<file path="src/rtl/fifo_uart_tx.sv">
// fifo_uart_tx: drains the outbound byte FIFO and serialises each byte onto TXD.
// Frame is 8N1 by default. Define UART_TX_PARITY_EN to insert an even-parity
// bit between the last data bit and the stop bit (11-bit frame).
//
// state  | meaning
// IDLE   | line high, pop a byte as soon as the FIFO is non-empty
// LOAD   | FIFO read data is valid; capture it into the shift register
// START  | start bit (low)
// DATA   | eight data bits, LSB first
// PARITY | even parity over the byte (UART_TX_PARITY_EN only)
// STOP   | stop bit (high), then back to IDLE
module fifo_uart_tx #(
  parameter int CLKS_PER_BIT = 868
) (
  input  logic       CLK,
  input  logic       RST,
  input  logic       Empty,
  input  logic [7:0] fifo_data_out,
  output logic       RE_fifo,
  output logic       TXD,
  output logic       busy
);

  localparam int TW = (CLKS_PER_BIT > 1) ? $clog2(CLKS_PER_BIT) : 1;
  localparam logic [TW-1:0] TLAST = TW'(CLKS_PER_BIT - 1);

  typedef enum logic [2:0] {
    IDLE,
    LOAD,
    START,
    DATA,
`ifdef UART_TX_PARITY_EN
    PARITY,
`endif
    STOP
  } state_t;

  state_t        r_state;
  logic [TW-1:0] r_timer;
  logic [2:0]    r_idx;
  logic [7:0]    r_shreg;
  logic          r_txd;
`ifdef UART_TX_PARITY_EN
  logic          r_par;
`endif

  logic w_bit_end;

  assign w_bit_end = (r_timer == TLAST);
  // The pop is issued combinationally so the FIFO presents data during LOAD.
  assign RE_fifo   = (r_state == IDLE) && !Empty;
  assign busy      = (r_state != IDLE);
  assign TXD       = r_txd;

  // Frame sequencer: TXD is registered and updated one cycle ahead of each
  // state change so the line level always matches the state being entered.
  always_ff @(posedge CLK or posedge RST) begin
    if (RST) begin
      r_state <= IDLE;
      r_timer <= '0;
      r_idx   <= '0;
      r_shreg <= '0;
      r_txd   <= 1'b1;
`ifdef UART_TX_PARITY_EN
      r_par   <= 1'b0;
`endif
    end else begin
      case (r_state)
        IDLE: begin
          r_txd   <= 1'b1;
          r_timer <= '0;
          if (!Empty) r_state <= LOAD;
        end
        LOAD: begin
          r_shreg <= fifo_data_out;
`ifdef UART_TX_PARITY_EN
          r_par   <= ^fifo_data_out;
`endif
          r_timer <= '0;
          r_idx   <= '0;
          r_txd   <= 1'b0;
          r_state <= START;
        end
        START: begin
          if (w_bit_end) begin
            r_timer <= '0;
            r_txd   <= r_shreg[0];
            r_state <= DATA;
          end else begin
            r_timer <= r_timer + 1'b1;
          end
        end
        DATA: begin
          if (w_bit_end) begin
            r_timer <= '0;
            r_shreg <= {1'b0, r_shreg[7:1]};
            r_idx   <= r_idx + 3'd1;
            if (r_idx == 3'd7) begin
`ifdef UART_TX_PARITY_EN
              r_txd   <= r_par;
              r_state <= PARITY;
`else
              r_txd   <= 1'b1;
              r_state <= STOP;
`endif
            end else begin
              r_txd <= r_shreg[1];
            end
          end else begin
            r_timer <= r_timer + 1'b1;
          end
        end
`ifdef UART_TX_PARITY_EN
        PARITY: begin
          if (w_bit_end) begin
            r_timer <= '0;
            r_txd   <= 1'b1;
            r_state <= STOP;
          end else begin
            r_timer <= r_timer + 1'b1;
          end
        end
`endif
        STOP: begin
          if (w_bit_end) begin
            r_timer <= '0;
            r_state <= IDLE;
          end else begin
            r_timer <= r_timer + 1'b1;
          end
        end
        default: begin
          r_txd   <= 1'b1;
          r_timer <= '0;
          r_state <= IDLE;
        end
      endcase
    end
  end

endmodule

</file>
<file path="config.mk">
export PLATFORM = sky130hd
export DESIGN_NAME = fifo_uart_tx
export DESIGN_NICKNAME = d
export VERILOG_FILES = /design/src/rtl/fifo_uart_tx.sv
export SDC_FILE = /design/constraint.sdc
export NUM_CORES = 1
export LEC_CHECK = 0
export CAP_MARGIN = 0
export CELL_PAD_IN_SITES_DETAIL_PLACEMENT = 1
export CELL_PAD_IN_SITES_GLOBAL_PLACEMENT = 1
export CORE_MARGIN = 2
export CORE_UTILIZATION = 40
export CTS_BUF_LIST = sky130_fd_sc_hd__clkbuf_8
export DETAILED_ROUTE_END_ITERATION = 10
export DONT_BUFFER_PORTS = 1
export PLACE_DENSITY_LB_ADDON = 0.1
export SYNTH_ARGS = -nofsm -noshare
export SYNTH_HDL_FRONTEND = slang
export SYNTH_SLANG_ARGS = --single-unit
</file>
<file path="constraint.sdc">
create_clock -name CLK -period 1.95 [get_ports CLK]
set_input_delay 0.195 -clock CLK [delete_from_list [all_inputs] [get_ports CLK]]
set_output_delay 0.195 -clock CLK [all_outputs]
set_load 0.1 [all_outputs]
</file>
[After elaboration in Yosys (flattened, before gate mapping)]
Cells that the tools add are included.
Widths: inputs -> output; s select.
Word-level totals
  word-level logic and storage cells: 44
  output and inout port bits: 3
  register bits: 25
Operators by class
  eq/ne operators: 11
  reductions and logical operators: 9
  $add $sub $neg: 2
  multiplexer cells: 16
  bitwise gates (word level): 1
Operators by type and width (count)
  $mux 10: 2
  $mux 3: 6
  $pmux 8 s2: 1
  $pmux 3 s5: 1
  $add 10x1->10 const B: 1
  $eq 10x10->1 const B: 1
  $ne 2x2->1 const B: 5
  $mux 8: 1
  $eq 3x2->1 const B: 2
  $eq 3x3->1 const B: 2
  $pmux 3 s2: 1
  $reduce_and 5->1: 1
  $pmux 1 s4: 1
  $add 3x1->3 const B: 1
  $eq 3x1->1 const B: 1
  $logic_not 3->1: 1
  $mux 1: 3
  $reduce_and 3->1: 1
  $reduce_bool 3->1: 1
  $reduce_or 3->1: 1
  $reduce_and 2->1: 1
  $reduce_bool 2->1: 1
  $logic_and 1x1->1: 1
  $logic_not 1->1: 1
  $not 1->1: 1

[Depth between registers and ports, before layout]
  word-level depth: 4
  gate-level depth with buffers: 7

[Least setup slack after synthesis]
OpenSTA, ideal clock, no wires.
  kind: flip-flop to output port
  start point: reg r_state[2]
  end point: out RE_fifo
  arrival: 2.734 ns
  required time: 1.755 ns
  cell stages (with the launch flop): 4
  setup slack: -0.979 ns
  path buffers: 1
  path through: dfrtp_1 clkbuf_1 or3_1 nor2_1
Between the ends
  word-level cells in the longest chain between the ends: 2
RTL lines
  from (decl): RTL line 38  | state_t r_state;
  from (signal assigned): RTL line 59  | r_state <= IDLE;
  from (signal assigned): RTL line 72  | if (!Empty) r_state <= LOAD;
  from (signal assigned): RTL line 82  | r_state <= START;
  $logic_not 3->1: RTL line 51  | assign RE_fifo = (r_state == IDLE) && !Empty;
  $logic_and 1x1->1: RTL line 51
  to (decl): RTL line 19  | output logic RE_fifo,
Every way passes these cells.

[Final worst setup path]
  start point: reg r_timer[7]
  end point: reg r_idx[2]
Between the ends
  word-level cells in the longest chain between the ends: 3
RTL lines
  from (decl): RTL line 39  | logic [TW-1:0] r_timer;
  from (signal assigned): RTL line 90  | r_timer <= r_timer + 1'b1;
  from (signal assigned): RTL line 110  | r_timer <= r_timer + 1'b1;
  from (signal assigned): RTL line 129  | r_timer <= r_timer + 1'b1;
  $eq 10x10->1: RTL line 49  | assign w_bit_end = (r_timer == TLAST);
  $ne 2x2->1 (no line)
  $reduce_and 2->1 (no line)
  to (signal assigned): RTL line 97  | r_idx <= r_idx + 3'd1;
  to (decl): RTL line 40  | logic [2:0] r_idx;
Every way passes these cells.
A chain may end at the register's enable or synchronous reset.

==> results.sh <==
export IMPL_synth_edff_count=0
export IMPL_drive_gt1_share_pct=15.6
export IMPL_pre_cts_ws_ns=0.0798
export IMPL_io_pins=14
export IMPL_max_cap_violations=0
export IMPL_synth_top_area_share_pct=42.3
export IMPL_synth_seq_cells=25
export IMPL_status="finished clean"
export IMPL_startpoint_type="register"
export IMPL_required_ns=2.12
export IMPL_synth_area_um2=1420
export IMPL_internal_power_mw=0.904
export IMPL_drt_wl_total_mm=3.27
export IMPL_post_drt_wl_per_cell_um=15.9
export IMPL_async_flop_share_pct=100
export IMPL_cp_slowest_cell="nor4_4"
export IMPL_syn2layout_area_growth_pct=12.2
export IMPL_cp_end_kind="register"
export IMPL_dr_pass1_iters=4
export IMPL_vias_per_cell=5.80
export IMPL_synth_fp_nets=168
export IMPL_start_util_pct=42.2
export IMPL_finalCritPeriodShare_pct=90.8
export IMPL_hold_class="in -> reg"
export IMPL_final_setup_viol_count=0
export IMPL_p_per_area_nw_per_um2=899
export IMPL_die_w_um=63.6
export IMPL_grt_overflow=0
export IMPL_cellLeakagePower_nw=0.663
export IMPL_layout_commonest_cell="nand3_1"
export IMPL_antenna_cells=0
export IMPL_synthCells=154
export IMPL_clkPwrFrac_pct=21.3
export IMPL_final_hold_viol_count=0
export IMPL_yosys_warnings=0
export IMPL_worst_path_max_fanout=10
export IMPL_cts_tree="built"
export IMPL_num_rows=21
export IMPL_finalPower_mw=1.43
export IMPL_htree_levels=1
export IMPL_ir_worst_vdd_uv=498
export IMPL_crit_type="reg -> reg"
export IMPL_slew_headroom_pct=71.8
export IMPL_via_count=1195
export IMPL_core_area_um2=3360
export IMPL_max_freq_ghz=0.565
export IMPL_max_stage_delay_ns=0.48
export IMPL_worst_pin_slew_ns=0.419
export IMPL_fin_ws_ns=0.180
export IMPL_dp_hpwl_mm=2.38
export IMPL_path_cells="nor4_4 > nand4_4 > buf_4 > o311ai_1"
export IMPL_cts_num_sinks=25
export IMPL_grt_pass1_wl_mm=5.71
export IMPL_fillerInstances=428
export IMPL_netlist_top_cells_area="dfrtp_1, nand3_1, a21oi_1"
export IMPL_numCtsBuffers=3
export IMPL_finClkSkew_ns=0.00303
export IMPL_clk_latency_ns=0.27
export IMPL_arrival_ns=1.94
export IMPL_yosys_area_top_type="dfrtp_1"
export IMPL_port_buffers=0
export IMPL_mostFrequentLayoutCells="nand3_1, dfrtp_1, a21oi_1"
export IMPL_die_h_um=63.6
export IMPL_combPwrFrac_pct=27.0
export IMPL_ys_flop_type="dfrtp_1"
export IMPL_p_sw_mw=0.528
export IMPL_antenna_found_initial=0
export IMPL_grtUsageTotal_pct=17.8
export IMPL_clkTransAtPathRegs_ns=0.09
export IMPL_cts_root_buffer="clkbuf_8"
export IMPL_grt_setup_unrepaired="false"
export IMPL_switching_share_pct=36.9
export IMPL_clockBufferDepth=2
export IMPL_fin_util_pct=47.4
export IMPL_synth_seq_area_share_pct=44.1
export IMPL_drt_iter0_markers=50
export IMPL_fin_setup_tns_ns=0
export IMPL_seq_power_share_pct=51.7
export IMPL_avgSynthCellArea_um2=9.22
export IMPL_grt_max_degree=26
export IMPL_place_gp_congestion=0.745
export IMPL_min_period_ns=1.77
export IMPL_crit_buf_inv=1
export IMPL_fin_nets=175
export IMPL_grt_pass1_vias=1221
export IMPL_antenna_left=0
export IMPL_yosysUniqueCellTypes=39
export IMPL_crit_family="simple AND/OR/NAND/NOR gates"
export IMPL_slew_viol_final=0
export IMPL_dieArea_um2=4040
export IMPL_drc_errors=0
==> state kept, by name, indices dropped and copies added, names as in the netlist <==
signal / count
TXD: 1
r_shreg: 8
r_state: 3
r_timer: 10
r_idx: 3
==> cells in the mapped netlist (all sizes together) (3+ instances only) <==
| cell | n |
|---|---|
| o211ai | 3 |
| buf | 8 |
| clkbuf | 3 |
| nor3b | 9 |
| nand3 | 27 |
| a21o | 3 |
| nand2 | 9 |
| a21oi | 14 |
| dfrtp | 24 |
| nor2 | 12 |
| nor4 | 3 |
| nor3 | 6 |
| nand4 | 3 |
| inv | 3 |
| ha | 3 |
==> layer usage <==
layer	wire (µm)	GRT usage [%]	up-vias
li1	-	-	578
met1	1680	25.0	601
met2	1510	28.4	14
met3	64	2.32	2
met4	19	5.71	0
met5	0	0	-
==> through the flow <==
stage / hold WS (ns) / cells / cell area, µm²
after floorplan: 0.222 / 154 / 1430
after global placement: 0.166 / 201 / 1530
after detailed placement: 0.173 / 201 / 1530
after CTS: 0.162 / 206 / 1580
after global routing: 0.182 / 206 / 1590
final: 0.171 / 206 / 1590
==> kinds of logic after synthesis <==
| kind of cell | synth area share (%) |
|---|---|
| fa+ha+maj | 2.64 |
| xor+xnor | 1.85 |
| flops | 44.1 |
| mux | 0.705 |
| buf+inv | 5.37 |
| compound gates | 14.7 |
| simple gates | 30.6 |
==> final timing paths <==
check | startpoint | endpoint | slack (ns) | cells after the start
worst max-delay path | r_timer[7]$_DFF_PP0_ | r_idx[2]$_DFFE_PP0P_ | 0.18 | 4
worst min-delay path | Empty | r_state[0]$_DFFE_PP0P_ | 0.17 | 3
worst max register to register | r_timer[7]$_DFF_PP0_ | r_idx[2]$_DFFE_PP0P_ | 0.18 | 4
worst min register to register | r_shreg[7]$_DFFE_PP0P_ | r_shreg[7]$_DFFE_PP0P_ | 0.50 | 1
max in group asynchronous | RST | TXD$_DFFE_PP1P_ | 1.22 | 3
min in group asynchronous | RST | r_timer[0]$_DFF_PP0_ | 0.43 | 3
==> cell type report <==
class	instances	area, µm²	share of cell area, %
inverters	3	11.3	0.707
multi-input cells	115	738	46.3
well taps	46	57.6	3.61
flip-flops and latches	25	627	39.4
clock buffers	3	41.3	2.59
clock inverters	1	5.00	0.314
repair buffers	13	113	7.07
==> timing repair <==
item,4_1_cts,5_1_grt
resized for setup,0,1
buffers inserted,0,0
hold buffers,1,0
setup endpoints to repair,0,3
endpoints found under the hold margin,24,0
==> power groups by stage <==
| stage | combinational, mW | sequential, mW | clock, mW |
|---|---|---|---|
| 6_report | 0.387 | 0.740 | 0.305 |
| 3_5_place_dp | 0.386 | 0.750 | 0 |
| 4_1_cts | 0.390 | 0.739 | 0.320 |
| 3_3_place_gp | 0.365 | 0.741 | 0 |
| 2_1_floorplan | 0.279 | 0.743 | 0 |
| 5_1_grt | 0.440 | 0.758 | 0.344 |
==> tightest hold or removal path, stage by stage <==
cell and delay [ns]:
nor2_1 0.02, o21bai_1 0.14, a311oi_2 0.05
(Power assumes the default switching activity.)
